$ cat src/rtl/branch_resolve_queue.sv
// Branch resolve queue: tracks fetched instructions from BHT read-out until execute
// resolves them, generates the BHT update fields, flushes wrong-path entries on a
// mispredict and keeps saturating branch / mispredict counters.
module branch_resolve_queue #(
    parameter int unsigned LOWER = 5,
    parameter int unsigned DEPTH = 4,
    parameter int unsigned CNT_W = 16
) (
    input  logic             clk,
    input  logic             arst_n,
    input  logic             en,
    input  logic             fetch_valid,
    input  logic [LOWER-1:0] fetch_pc,
    output logic             fetch_ready,
    output logic [LOWER-1:0] bht_read_addr,
    input  logic             prediction,
    input  logic             resolve_valid,
    input  logic             resolve_branch,
    input  logic             resolve_taken,
    input  logic             resolve_jump,
    output logic [LOWER-1:0] bht_write_addr,
    output logic             bht_was_taken,
    output logic             bht_jumped,
    output logic             bht_branch,
    output logic             mispredict,
    output logic             queue_empty,
    output logic [CNT_W-1:0] branch_count,
    output logic [CNT_W-1:0] mispredict_count
);

    localparam int unsigned PtrW = (DEPTH > 1) ? $clog2(DEPTH) : 1;
    localparam int unsigned CntW = $clog2(DEPTH + 1);

    localparam logic [CntW:0]    DepthC  = (CntW + 1)'(DEPTH);
    localparam logic [PtrW-1:0]  PtrOne  = PtrW'(1);
    localparam logic [CntW-1:0]  CntOne  = CntW'(1);
    localparam logic [CNT_W-1:0] PerfOne = CNT_W'(1);

    // Queue storage and control state
    logic [LOWER-1:0] pc_mem_q [DEPTH];
    logic [DEPTH-1:0] pred_mem_q;
    logic [PtrW-1:0]  head_q, head_d;
    logic [PtrW-1:0]  tail_q, tail_d;
    logic [CntW-1:0]  count_q, count_d;

    // Fetch waiting one cycle for its registered BHT prediction
    logic             p_valid_q, p_valid_d;
    logic [LOWER-1:0] p_pc_q, p_pc_d;

    // Registered BHT update / status outputs
    logic [LOWER-1:0] write_addr_q, write_addr_d;
    logic             was_taken_q, was_taken_d;
    logic             jumped_q, jumped_d;
    logic             branch_q, branch_d;
    logic             mispredict_q, mispredict_d;
    logic [CNT_W-1:0] branch_cnt_q, branch_cnt_d;
    logic [CNT_W-1:0] mispred_cnt_q, mispred_cnt_d;

    logic [CntW:0]    occupancy;
    logic             accept;
    logic             push;
    logic             pop;
    logic             flush;
    logic [LOWER-1:0] head_pc;
    logic             head_pred;

    // The in-flight capture counts against capacity so a full queue never overflows.
    assign occupancy     = {1'b0, count_q} + {{CntW{1'b0}}, p_valid_q};
    assign fetch_ready   = occupancy < DepthC;
    assign bht_read_addr = fetch_pc;

    assign accept    = en & fetch_valid & fetch_ready;
    assign push      = en & p_valid_q;
    assign pop       = en & resolve_valid & (count_q != '0);
    assign head_pc   = pc_mem_q[head_q];
    assign head_pred = pred_mem_q[head_q];
    // A conditional branch whose outcome disagrees with its prediction kills all younger work.
    assign flush     = pop & resolve_branch & (resolve_taken != head_pred);

    assign queue_empty = (count_q == '0) & ~p_valid_q;

    // Next-state for pointers, occupancy and the pending capture
    always_comb begin
        head_d    = head_q;
        tail_d    = tail_q;
        count_d   = count_q;
        p_valid_d = p_valid_q;
        p_pc_d    = p_pc_q;
        if (flush) begin
            head_d    = '0;
            tail_d    = '0;
            count_d   = '0;
            p_valid_d = 1'b0;
        end else begin
            if (pop) begin
                head_d = head_q + PtrOne;
            end
            if (push) begin
                tail_d = tail_q + PtrOne;
            end
            case ({push, pop})
                2'b10:   count_d = count_q + CntOne;
                2'b01:   count_d = count_q - CntOne;
                default: count_d = count_q;
            endcase
            if (accept) begin
                p_valid_d = 1'b1;
                p_pc_d    = fetch_pc;
            end else if (push) begin
                p_valid_d = 1'b0;
            end
        end
    end

    // Next-state for BHT update fields and saturating performance counters
    always_comb begin
        write_addr_d  = write_addr_q;
        was_taken_d   = was_taken_q;
        jumped_d      = jumped_q;
        branch_d      = branch_q;
        mispredict_d  = mispredict_q;
        branch_cnt_d  = branch_cnt_q;
        mispred_cnt_d = mispred_cnt_q;
        if (en) begin
            if (pop) begin
                write_addr_d = head_pc;
                was_taken_d  = resolve_branch & resolve_taken;
                jumped_d     = resolve_jump;
                branch_d     = resolve_branch;
                mispredict_d = flush;
                if (resolve_branch && (branch_cnt_q != '1)) begin
                    branch_cnt_d = branch_cnt_q + PerfOne;
                end
                if (flush && (mispred_cnt_q != '1)) begin
                    mispred_cnt_d = mispred_cnt_q + PerfOne;
                end
            end else begin
                // Write address holds; cleared flags make a stray BHT update impossible.
                was_taken_d  = 1'b0;
                jumped_d     = 1'b0;
                branch_d     = 1'b0;
                mispredict_d = 1'b0;
            end
        end
    end

    // Control and output state registers
    always_ff @(posedge clk or negedge arst_n) begin
        if (!arst_n) begin
            head_q        <= '0;
            tail_q        <= '0;
            count_q       <= '0;
            p_valid_q     <= 1'b0;
            p_pc_q        <= '0;
            write_addr_q  <= '0;
            was_taken_q   <= 1'b0;
            jumped_q      <= 1'b0;
            branch_q      <= 1'b0;
            mispredict_q  <= 1'b0;
            branch_cnt_q  <= '0;
            mispred_cnt_q <= '0;
        end else begin
            head_q        <= head_d;
            tail_q        <= tail_d;
            count_q       <= count_d;
            p_valid_q     <= p_valid_d;
            p_pc_q        <= p_pc_d;
            write_addr_q  <= write_addr_d;
            was_taken_q   <= was_taken_d;
            jumped_q      <= jumped_d;
            branch_q      <= branch_d;
            mispredict_q  <= mispredict_d;
            branch_cnt_q  <= branch_cnt_d;
            mispred_cnt_q <= mispred_cnt_d;
        end
    end

    // Entry storage: capture {p_pc, prediction} at the tail unless the cycle flushes
    always_ff @(posedge clk or negedge arst_n) begin
        if (!arst_n) begin
            for (int i = 0; i < int'(DEPTH); i++) begin
                pc_mem_q[i] <= '0;
            end
            pred_mem_q <= '0;
        end else if (push && !flush) begin
            pc_mem_q[tail_q]   <= p_pc_q;
            pred_mem_q[tail_q] <= prediction;
        end
    end

    assign bht_write_addr   = write_addr_q;
    assign bht_was_taken    = was_taken_q;
    assign bht_jumped       = jumped_q;
    assign bht_branch       = branch_q;
    assign mispredict       = mispredict_q;
    assign branch_count     = branch_cnt_q;
    assign mispredict_count = mispred_cnt_q;

endmodule

$ cat config.mk
export PLATFORM = sky130hd
export DESIGN_NAME = branch_resolve_queue
export DESIGN_NICKNAME = d
export VERILOG_FILES = /design/src/rtl/branch_resolve_queue.sv
export SDC_FILE = /design/constraint.sdc
export NUM_CORES = 1
export LEC_CHECK = 0
export ABC_CLOCK_PERIOD_IN_PS = 5100
export CAP_MARGIN = 20
export CORE_MARGIN = 2
export CORE_UTILIZATION = 48
export DETAILED_ROUTE_END_ITERATION = 7
export PLACE_DENSITY = 0.73
export RECOVER_POWER = 25
export SYNTH_ARGS = -nofsm -noshare
export SYNTH_HDL_FRONTEND = slang
export SYNTH_SLANG_ARGS = --single-unit
$ cat constraint.sdc
create_clock -name clk -period 5.1 [get_ports clk]
set_clock_uncertainty 0.2 [all_clocks]
set_input_delay 1.02 -clock clk [delete_from_list [all_inputs] [get_ports clk]]
set_output_delay 1.02 -clock clk [all_outputs]
set_load 0.05 [all_outputs]
Yosys cells after proc, flatten, opt, wreduce, memory -nomap -nowiden
Index checks and enable logic that the tools add are counted.
Storage, ports and cells
  flip-flop bits (word level): 78
  output and inout bits: 48
  word-level logic and storage cells: 89
  input bits: 14
Cells by class
  mux-type cells: 24
  reductions and logical operators: 16
  order comparisons: 7
  bitwise operators: 13
  equal/unequal tests: 5
  add/subtract/negate cells: 7
Operators by type and width (count)
  $add 16x1->16 const B: 2
  $ne 16x16->1 const B: 2
  $bwmux 20: 1
  $mux 5: 3
  $bmux 5 s2: 1
  $demux 5 s2: 1
  $and 1x1->1: 9
  $mux 1: 9
  $reduce_bool 3->1: 3
  $mux 2: 4
  $ge 3x3->1 const B: 2
  $lt 2x3->1 const B: 2
  $not 2->3: 2
  $pmux 3 s2: 1
  $reduce_and 3->1: 2
  $logic_and 1x1->1: 5
  $add 2x1->2 const B: 2
  $add 3x1->4: 1
  $bwmux 4: 1
  $lt 4x3->1 const B: 1
  $reduce_and 2->1: 2
  $reduce_bool 2->1: 2
  $add 3x1->3 const B: 1
  $logic_not 3->1: 1
  other kinds (11): 12

Longest topological paths before layout
Gate-level depths: netlist of run 1.
  depth in word-level cells: 6
  mapped depth: 9
  gate-level depth less buffers: 7

Least setup slack after synthesis of run 1
No wires, ideal clock.
  path kind: register to output
  start point: register count_q[0]
  end point: output queue_empty
  path slack: 1.893 ns
  arrival time: 1.987 ns
  cell stages (with the launch flop): 2
  buffers on the path: 0
  required time: 3.880 ns
  cell sequence: dfrtp_1 -> nor4_1
On the way
  word-level cells in the longest chain between the ends: 2
Ends and longest elaborated chain
  start: declaration: RTL line 44  | logic [CntW-1:0] count_q, count_d;
  start signal: assignment: RTL line 165  | count_q <= count_d;
  $logic_not 3->1: RTL line 80  | assign queue_empty = (count_q == '0) & ~p_valid_q;
  $and 1x1->1: RTL line 80
  end: declaration: RTL line 26  | output logic queue_empty,
Every way passes these cells.

Worst setup path in the final report of run 1
  start point: input fetch_pc[0]
  end point: output bht_read_addr[0]
RTL lines
  start: declaration: RTL line 13  | input logic [LOWER-1:0] fetch_pc,
  end: declaration: RTL line 15  | output logic [LOWER-1:0] bht_read_addr,
No word-level cell between the ends.

==> impl_metrics.py, run 1 <==
metrics = {
    "synthesis": {
        "syn-instance-count": 307,
        "synth_compound_area_frac": 0.0272,
        "synth_flop_cell": "dfrtp_1",
        "syn_area_per_cell_um2": 12.1,
        "synthSimpleGateAreaFrac": 0.148,
        "syn_nets": 328,
        "async_flop_share": 1.00,
        "synth_edf_count": 0,
        "synth_warnings": 0,
        "synth_mux_area_frac": 0.150,
        "synthesis.area_mm2": 0.00373,
        "synth_top_family_by_area": "multiplexers",
        "ys_seq_area_frac": 0.523,
        "synth_cell_types": 42,
        "synth_fa_ha_area_frac": 0.0255,
        "synth_xor_area_frac": 0.0819,
        "ys_seq_elements": 78,
    },
    "pwr": {
        "p_leak_nw": 2.03,
        "powerDensity_mw_per_mm2": 508,
        "irDropWorstVdd_mv": 0.262,
    },
    "timing": {
        "fin_crit_sh": 0.692,
        "max_slew_margin": 0.319,
        "fin_crit_ns": 3.53,
        "hold_ws_ns": 0.286,
        "fmaxAchievable_ghz": 0.284,
        "hold_violations": 0,
        "fin_setup_tns_ns": 0,
        "slew_violations": 0,
        "rsz0062_at_grt": "no",
        "worstMarginPinSlew_ns": 1.02,
        "finalSetupViolCount": 0,
    },
    "drt": {
        "avgRoutedWirePerCell_um": 15.3,
        "wl_met1_mm": 3.54,
        "drt_iter0_drc": 124,
        "first_pass_iters": 4,
        "dr.max_layer_used": "met4",
        "totalWireLength_mm": 7.19,
        "via_count": 2479,
        "drc": 0,
        "routed_via_density": 5.26,
        "wl_met2_mm": 3.30,
        "route.met3.wl_um": 238,
        "ant_nets": 0,
    },
    "clocking": {
        "cts_hold_buf": 0,
        "cts_max_level": 3,
        "cts_tree": "yes",
        "insertion_delay_ns": 0.35,
        "cts_buffers": 9,
        "clk_path_buf_depth": 2,
        "numClockSinks": 78,
        "cts_root_buffer": "clkbuf_8",
        "post-cts-setup-buffer-count": 0,
        "path_clk_slew_ns": 0.08,
        "post_cts_resized": 0,
    },
    "hold_path": {
        "hold_end": "bht_write_addr[4]",
        "hold_class": "reg -> reg",
        "min_from": "bht_write_addr[4]",
        "min_delay_path_depth": 2,
    },
    "critical_path": {
        "slowest_delay_ns": 0.81,
        "r2r_cells": 5,
        "worst-path-buf-inv": 2,
        "r2r_setup_slack_ns": 2.34,
        "start_kind": "input pin",
        "cp_common_cell": "clkdlybuf4s50_1",
        "crit_fanout": 2,
        "cp.depth": 2,
        "crit_type": "in -> out",
        "crit_arrival_ns": 2.31,
        "endpoint_kind": "output pin",
        "r2r-end": "pc_mem_q[0]",
        "slowest_stage": "clkdlybuf4s50_1",
        "required_ns": 3.88,
        "path_delay_family": "buffers and inverters",
        "worstPathCellList": "clkdlybuf4s50_1 -> clkdlybuf4s50_1",
        "crit-reg2reg-launch": "head_q[0]",
    },
    "run": {
        "max_cap_viol_count": 0,
    },
    "finish": {
        "n_fill_cell": 611,
        "syn2layout_area_growth_pct": 23.1,
        "final_cells": 471,
        "diodes": 0,
        "seq_area_mm2": 0.00195,
        "layout.nets": 386,
        "layout-drive-gt1-share": 0.146,
        "multi_input_area_mm2": 0.00161,
    },
    "floorplanning": {
        "core_mm2": 0.00761,
        "pin_count": 62,
        "row_count": 32,
        "start_util": 0.490,
        "die_x_um": 92.2,
        "dieArea_mm2": 0.00849,
        "dieHeight_um": 92.2,
    },
    "global_route": {
        "track_usage": 0.184,
        "antenna_found_initial": 0,
        "grt_start_max_net_pins": 79,
        "grt_first_pass_wirelength_mm": 12.2,
        "grt_pass1_vias": 2419,
        "grt_remaining_overflow": 0,
    },
    "run_status": {
        "outcome": "finished, final reports clean",
    },
    "place": {
        "dpl.hpwl_mm": 5.00,
        "place.gp.congestion": 0.797,
        "numPortBuffers": 61,
        "dpl.cell_count": 455,
    },
}
## registers in the layout, summed over array words and instances, names as in the netlist, 2 cells and up
signal            count
pc_mem_q             20
branch_count         16
mispredict_count     16
bht_write_addr        5
p_pc_q                5
pred_mem_q            4
count_q               3
head_q                2
tail_q                2
## cell families after synthesis
group,count (synthesis)
compound gates,16
xor+xnor,34
fa+ha+maj,7
buf+inv,27
flops,78
mux,38
simple gates,107
## layer usage
| metal | vias to the layer above | track usage |
|---|---|---|
| met4 | 0 | 0.0721 |
| met2 | 52 | 0.277 |
| li1 | 1183 | - |
| met1 | 1236 | 0.266 |
| met5 | - | 0 |
| met3 | 8 | 0.0345 |
## per-stage QoR
step	utilization	worst slack (ns)	total power (W)	cell area, um^2
after CTS	0.600	1.57	0.00235	4570
final	0.604	1.57	0.00233	4590
after floorplan	-	1.89	0.00159	3730
after detailed placement	0.571	1.27	0.00183	4350
after global placement	0.571	1.38	0.00179	4350
after global routing	0.604	1.50	0.00247	4590
## placed cells by master (no fill, tap or decap), types with 2 or more instances in the layout
cell	n
a31oi_1	2
and3_1	6
and3_4	2
bufinv_16	2
clkbuf_8	11
clkdlybuf4s50_1	60
clkinv_2	2
dfrtp_1	78
ha_1	6
inv_1	11
mux2_2	19
mux2_4	12
mux4_1	5
nand2_1	39
nand3_1	8
nand4_1	13
nor2_1	16
nor3_1	7
nor4_1	7
o21a_1	2
o21ai_0	8
xnor2_1	20
xor2_1	13
## power by group
part,total (W),switching (W),internal (W)
clock network,0.000516,0.000218,0.000298
registers,0.000990,0.000182,0.000809
logic,0.000826,0.000428,0.000398
## synth_stat cells (4+ instances only)
library cell / number / area, um^2
mux2_2: 19 / 214
xnor2_1: 20 / 175
ha_1: 6 / 75.1
nor4_1: 7 / 43.8
dfrtp_1: 78 / 1950
nand3_1: 8 / 40.0
o21ai_0: 8 / 40.0
nand4_1: 13 / 81.3
mux2_4: 12 / 180
buf_2: 4 / 20.0
nor2_1: 16 / 60.1
and3_1: 6 / 37.5
nand2_1: 39 / 146
inv_1: 11 / 41.3
mux4_1: 5 / 131
nor3_1: 7 / 35.0
buf_4: 5 / 37.5
xor2_1: 13 / 114
## worst max-delay path by stage
stage | from | end
finish | fetch_pc[0] | bht_read_addr[0]
global route | en | mispredict_count[9]
CTS | fetch_pc[0] | bht_read_addr[0]
detailed placement | en | mispredict_count[9]
global placement | en | mispredict_count[9]
floorplan | count_q[0] | queue_empty
## final cells by class
| cell class | instances | share of cell area |
|---|---|---|
| repair buffers | 63 | 0.139 |
| well taps | 102 | 0.0278 |
| flip-flops and latches | 78 | 0.425 |
| clock buffers | 11 | 0.0330 |
| multi-input cells | 202 | 0.351 |
| inverters | 11 | 0.00899 |
| clock inverters | 4 | 0.0153 |
Power figures use the tool's default switching activity.
==> inputs of run 2 (changes only) <==
--- a/config.mk
+++ b/config.mk
@@ -5,7 +5,7 @@
 export SDC_FILE = /design/constraint.sdc
 export NUM_CORES = 1
 export LEC_CHECK = 0
-export ABC_CLOCK_PERIOD_IN_PS = 5100
+export ABC_CLOCK_PERIOD_IN_PS = 3500
 export CAP_MARGIN = 20
 export CORE_MARGIN = 2
 export CORE_UTILIZATION = 48
==> constraint.sdc (replaced) <==
create_clock -name clk -period 3.5 [get_ports clk]
set_clock_uncertainty 0.2 [all_clocks]
set_input_delay 0.7 -clock clk [delete_from_list [all_inputs] [get_ports clk]]
set_output_delay 0.7 -clock clk [all_outputs]
set_load 0.05 [all_outputs]
==> run 2 against run 1 <==
Compared with the run above:
- the run now ends with max-capacitance violations, max-slew violations left
- first-iteration DRC count grew 3.2%
- via count grew 1.7%
- routed wire length grew 0.95%
- combinational power grew 46%
- worst hold slack gained 0.013 ns
- worst setup slack lost 1.0 ns
- global-route usage shrank 0.052 points
- clock power grew 50%
- non-clock buffer count grew 3
- critical path type is now reg -> out
- critical endpoint is now fetch_ready
==> impl_metrics.py, run 2 (synthesis gave the netlist of run 1 again) <==
metrics = {
    "finish": {
        "layout.nets": 389,
        "multi_input_area_mm2": 0.00161,
        "largest_register_ffs": 20,
        "layout-drive-gt1-share": 0.154,
        "max_flop_register": "pc_mem_q",
        "syn2layout_area_growth_pct": 23.3,
        "final_common_cell": "dfrtp_1",
        "n_fill_cell": 620,
        "seq_area_mm2": 0.00195,
        "final_cell_mix": "dfrtp_1, clkdlybuf4s50_1, nand2_1",
        "diodes": 0,
    },
    "clocking": {
        "cts_max_level": 3,
        "cts_root_buffer": "clkbuf_8",
        "path_clk_slew_ns": 0.07,
        "post_cts_resized": 0,
        "cts_buffers": 9,
        "cts_tree": "yes",
        "insertion_delay_ns": 0.34,
        "clk_path_buf_depth": 2,
        "numClockSinks": 78,
        "post-cts-setup-buffer-count": 0,
        "cts_hold_buf": 0,
    },
    "drt": {
        "avgRoutedWirePerCell_um": 15.3,
        "routed_via_density": 5.33,
        "via_count": 2520,
        "first_pass_iters": 4,
        "drt_iter0_drc": 128,
        "ant_nets": 0,
        "drc": 0,
        "totalWireLength_mm": 7.25,
    },
    "timing": {
        "worstMarginPinSlew_ns": 1.88,
        "fmaxAchievable_ghz": 0.337,
        "fin_setup_tns_ns": 0,
        "max_slew_margin": -0.251,
        "worst_slack_ns": 0.529,
        "fin_crit_ns": 2.97,
        "rsz0062_at_grt": "no",
        "slew_violations": 79,
        "hold_violations": 0,
        "hold_ws_ns": 0.299,
        "fin_crit_sh": 0.849,
        "finalSetupViolCount": 0,
    },
    "critical_path": {
        "worst-path-buf-inv": 1,
        "slowest_stage": "clkdlybuf4s50_1",
        "endpoint_kind": "output pin",
        "worstPathCellList": "a31oi_1 -> clkdlybuf4s50_1",
        "crit_fanout": 6,
        "crit_type": "reg -> out",
        "start_kind": "flop",
        "r2r_setup_slack_ns": 0.72,
        "r2r_cells": 5,
        "path_delay_family": "buffers and inverters",
        "slowest_delay_ns": 0.88,
        "crit_arrival_ns": 2.07,
        "required_ns": 2.60,
        "r2r-end": "pc_mem_q[4]",
        "crit-reg2reg-launch": "head_q[0]",
    },
    "global_route": {
        "grt_busiest_layer": "met2",
        "use_met3": 0.0378,
        "grt_remaining_overflow": 0,
        "grt_start_max_net_pins": 79,
        "grt_first_pass_wirelength_mm": 12.2,
        "grt_pass1_vias": 2447,
        "grt_util_met1": 0.249,
        "track_usage": 0.184,
        "antenna_found_initial": 0,
        "gr-usage-met2": 0.299,
    },
    "pwr": {
        "p_leak_nw": 2.05,
        "powerDensity_mw_per_mm2": 748,
        "power_w": 0.00344,
        "irDropWorstVdd_mv": 0.400,
    },
    "hold_path": {
        "hold_class": "reg -> reg",
        "min_delay_path_depth": 2,
        "hold_end": "bht_write_addr[3]",
        "min_from": "bht_write_addr[3]",
    },
    "place": {
        "dpl.hpwl_mm": 5.18,
        "numPortBuffers": 61,
        "pre_cts_slack_ns": 0.436,
        "place.gp.congestion": 0.798,
    },
    "run_status": {
        "violations": "max-capacitance violations, max-slew violations",
        "outcome": "finished with violations",
    },
    "floorplanning": {
        "dieArea_mm2": 0.00849,
        "row_count": 32,
        "pin_count": 62,
        "dieHeight_um": 92.2,
        "core_mm2": 0.00761,
        "start_util": 0.490,
        "die_x_um": 92.2,
    },
    "run": {
        "max_cap_viol_count": 1,
    },
}
-- run 2: changes by cell type in the layout (fill, tap and decap cells not counted), sizes merged --
cell	before	now
buf	2	5
bufinv	2	3
clkbuf	12	10
-- run 2: how the worst max path moves through the flow --
| stage | start | depth (start not counted) | slack, ns | end |
|---|---|---|---|---|
| 3_5_place_dp | en | 9 | 0.44 | count_q[2] |
| 3_3_place_gp | en | 6 | 0.54 | branch_count[14] |
| 6_report | count_q[0] | 2 | 0.53 | fetch_ready |
| 4_1_cts | count_q[0] | 2 | 0.51 | fetch_ready |
| 5_1_grt | count_q[0] | 2 | 0.47 | fetch_ready |
| 2_1_floorplan | count_q[0] | 1 | 0.61 | queue_empty |
-- run 2: tightest hold or removal path, stage by stage (launching register included) --
cell     delay [ns]
dfrtp_1        0.36
nand2_1        0.05
nand2_1        0.06
-- run 2: metrics by stage --
stage / instance area, um^2 / instances / utilization
5_1_grt: 4600 / 473 / 0.604
2_1_floorplan: 3730 / 307 / -
3_3_place_gp: 4380 / 459 / 0.575
4_1_cts: 4600 / 473 / 0.605
3_5_place_dp: 4380 / 459 / 0.575
6_report: 4600 / 473 / 0.604
-- run 2: power breakdown --
group          total, W  internal, W  switching, W
clock          0.000773     0.000463      0.000310
combinational   0.00121     0.000583      0.000629
sequential      0.00145      0.00118      0.000275
-- run 2: cell type report --
class,instances,area share
clock buffer,9,0.0269
clock inverter,5,0.0218
inverter,11,0.00898
multi-input combinational,202,0.350
sequential,78,0.424
tap,102,0.0278
timing repair buffer,66,0.140
-- run 2: routing by layer --
metal,vias to the layer above,routed length (um)
met2,67,3500
li1,1189,-
met4,0,88
met3,10,312
met5,-,0
met1,1254,3350
==> inputs of run 3 (changes only) <==
--- a/config.mk
+++ b/config.mk
@@ -5,12 +5,12 @@
 export SDC_FILE = /design/constraint.sdc
 export NUM_CORES = 1
 export LEC_CHECK = 0
-export ABC_CLOCK_PERIOD_IN_PS = 3500
+export ABC_CLOCK_PERIOD_IN_PS = 2700
 export CAP_MARGIN = 20
 export CORE_MARGIN = 2
 export CORE_UTILIZATION = 48
 export DETAILED_ROUTE_END_ITERATION = 7
-export PLACE_DENSITY = 0.73
+export PLACE_DENSITY = 0.76
 export RECOVER_POWER = 25
 export SYNTH_ARGS = -nofsm -noshare
 export SYNTH_HDL_FRONTEND = slang
==> constraint.sdc (replaced) <==
create_clock -name clk -period 2.7 [get_ports clk]
set_clock_uncertainty 0.2 [all_clocks]
set_input_delay 0.54 -clock clk [delete_from_list [all_inputs] [get_ports clk]]
set_output_delay 0.54 -clock clk [all_outputs]
set_load 0.05 [all_outputs]
==> run 3 against run 2 <==
Compared with the run above:
- clock power grew 12%
- global-route usage increased by 0.46 points
- routed wire length grew 0.92%
- utilization grew 1.8 points
- design area up 2.9%
- total power up 27%
- worst setup slack got worse by 0.24 ns
- worst hold slack improved by 0.0038 ns
- the run now ends clean
- sequential share of layout area decreased by 1.2 points
- non-clock buffer count is 14 higher
- die area unchanged
==> impl_metrics.py, run 3 (synthesis gave the netlist of run 1 again) <==
metrics = {
    "pwr": {
        "power_w": 0.00438,
        "p_leak_nw": 2.13,
        "irDropWorstVdd_mv": 0.397,
        "powerDensity_mw_per_mm2": 924,
    },
    "finish": {
        "syn2layout_area_growth_pct": 26.9,
        "layout.nets": 403,
        "layout-drive-gt1-share": 0.204,
        "final_cell_mix": "dfrtp_1, clkdlybuf4s50_1, nand2_1",
        "max_flop_register": "pc_mem_q",
        "final_core_util": 0.622,
        "largest_register_ffs": 20,
        "n_fill_cell": 610,
        "diodes": 0,
        "final_common_cell": "dfrtp_1",
    },
    "critical_path": {
        "endpoint": "branch_count[2]",
        "slowest_delay_ns": 0.85,
        "path_delay_family": "buffers and inverters",
        "crit_type": "reg -> out",
        "slowest_stage": "clkdlybuf4s50_1",
        "startpoint": "branch_count[2]",
        "r2r_setup_slack_ns": 0.31,
        "r2r_cells": 8,
        "cp.depth": 1,
        "crit-reg2reg-launch": "count_q[0]",
        "endpoint_kind": "output pin",
        "crit_fanout": 7,
        "crit_arrival_ns": 1.67,
        "r2r-end": "count_q[2]",
        "start_kind": "flop",
        "worst-path-buf-inv": 1,
        "worstPathCellList": "clkdlybuf4s50_1",
        "required_ns": 1.96,
    },
    "timing": {
        "rsz0062_at_grt": "no",
        "finalSetupViolCount": 0,
        "hold_ws_ns": 0.303,
        "fin_setup_tns_ns": 0,
        "max_slew_margin": 0.380,
        "hold_violations": 0,
        "fmaxAchievable_ghz": 0.415,
        "fin_crit_sh": 0.893,
        "slew_violations": 0,
        "fin_crit_ns": 2.41,
        "worstMarginPinSlew_ns": 0.930,
    },
    "global_route": {
        "grt_pass1_vias": 2643,
        "grt_first_pass_wirelength_mm": 12.5,
        "track_usage": 0.188,
        "grt_start_max_net_pins": 42,
        "antenna_found_initial": 0,
        "grt_remaining_overflow": 0,
    },
    "place": {
        "place.gp.congestion": 0.822,
        "numPortBuffers": 61,
        "dpl.hpwl_mm": 5.46,
    },
    "clocking": {
        "insertion_delay_ns": 0.34,
        "numClockSinks": 78,
        "post-cts-setup-buffer-count": 0,
        "cts_tree": "yes",
        "cts_buffers": 9,
        "post_cts_resized": 0,
        "path_clk_slew_ns": 0.08,
        "cts_max_level": 3,
        "clk_path_buf_depth": 2,
        "cts_root_buffer": "clkbuf_8",
    },
    "drt": {
        "via_count": 2537,
        "drt_iter0_drc": 95,
        "ant_nets": 0,
        "totalWireLength_mm": 7.32,
        "drc": 0,
        "first_pass_iters": 4,
        "avgRoutedWirePerCell_um": 15.0,
        "routed_via_density": 5.19,
    },
    "floorplanning": {
        "start_util": 0.490,
        "dieArea_mm2": 0.00849,
        "die_x_um": 92.2,
        "row_count": 32,
        "dieHeight_um": 92.2,
        "core_mm2": 0.00761,
        "pin_count": 62,
    },
    "run": {
        "max_cap_viol_count": 0,
    },
    "run_status": {
        "outcome": "finished, final reports clean",
    },
    "hold_path": {
        "hold_class": "reg -> reg",
    },
}
==> run 3: layout make-up <==
cell class                      count  area (um^2)  share of cell area
Sequential cell                    78         1950               0.412
Multi-Input combinational cell    202         1620               0.342
Timing Repair Buffer               80          796               0.168
Clock buffer                       11          141              0.0299
Tap cell                          102          128              0.0270
Clock inverter                      5         58.8              0.0124
Inverter                           11         41.3             0.00872
==> run 3: worst min-delay path by stage <==
stage,startpoint,endpoint,slack [ns],depth (start not counted)
3_5_place_dp,bht_write_addr[1],bht_write_addr[1],0.28,2
2_1_floorplan,arst_n,bht_branch,0.04,0
5_1_grt,pc_mem_q[8],pc_mem_q[8],0.33,1
6_report,bht_write_addr[1],bht_write_addr[1],0.30,2
3_3_place_gp,pc_mem_q[0],pc_mem_q[0],0.28,1
4_1_cts,bht_write_addr[1],bht_write_addr[1],0.30,2
==> run 3: layer usage <==
layer / vias to the layer above / global-route usage / wire length [um]
met5: - / 0 / 0
met4: 0 / 0.0460 / 57
met3: 6 / 0.0559 / 317
met2: 63 / 0.318 / 3730
met1: 1250 / 0.239 / 3210
li1: 1218 / - / -
==> run 3: power by group <==
part	internal, W	switching (W)	total [W]	leakage [nW]
Clock	0.000452	0.000415	0.000867	0.0955
Combinational	0.000809	0.000858	0.00167	1.03
Sequential	0.00153	0.000315	0.00184	1.00
Total	0.00279	0.00159	0.00438	2.13
==> run 3: metrics by stage <==
stage	std cells	setup slack (ns)	cell area [um^2]
final	489	0.288	4730
after global routing	489	0.183	4730
after CTS	489	0.273	4750
after detailed placement	472	0.0626	4540
after global placement	472	0.0811	4540
after floorplan	307	0.247	3740
==> run 3: repair_timing <==
item                                    CTS  global route
endpoints found under the hold margin    37             0
hold buffers                              1             0
endpoints found under the setup margin    0             0
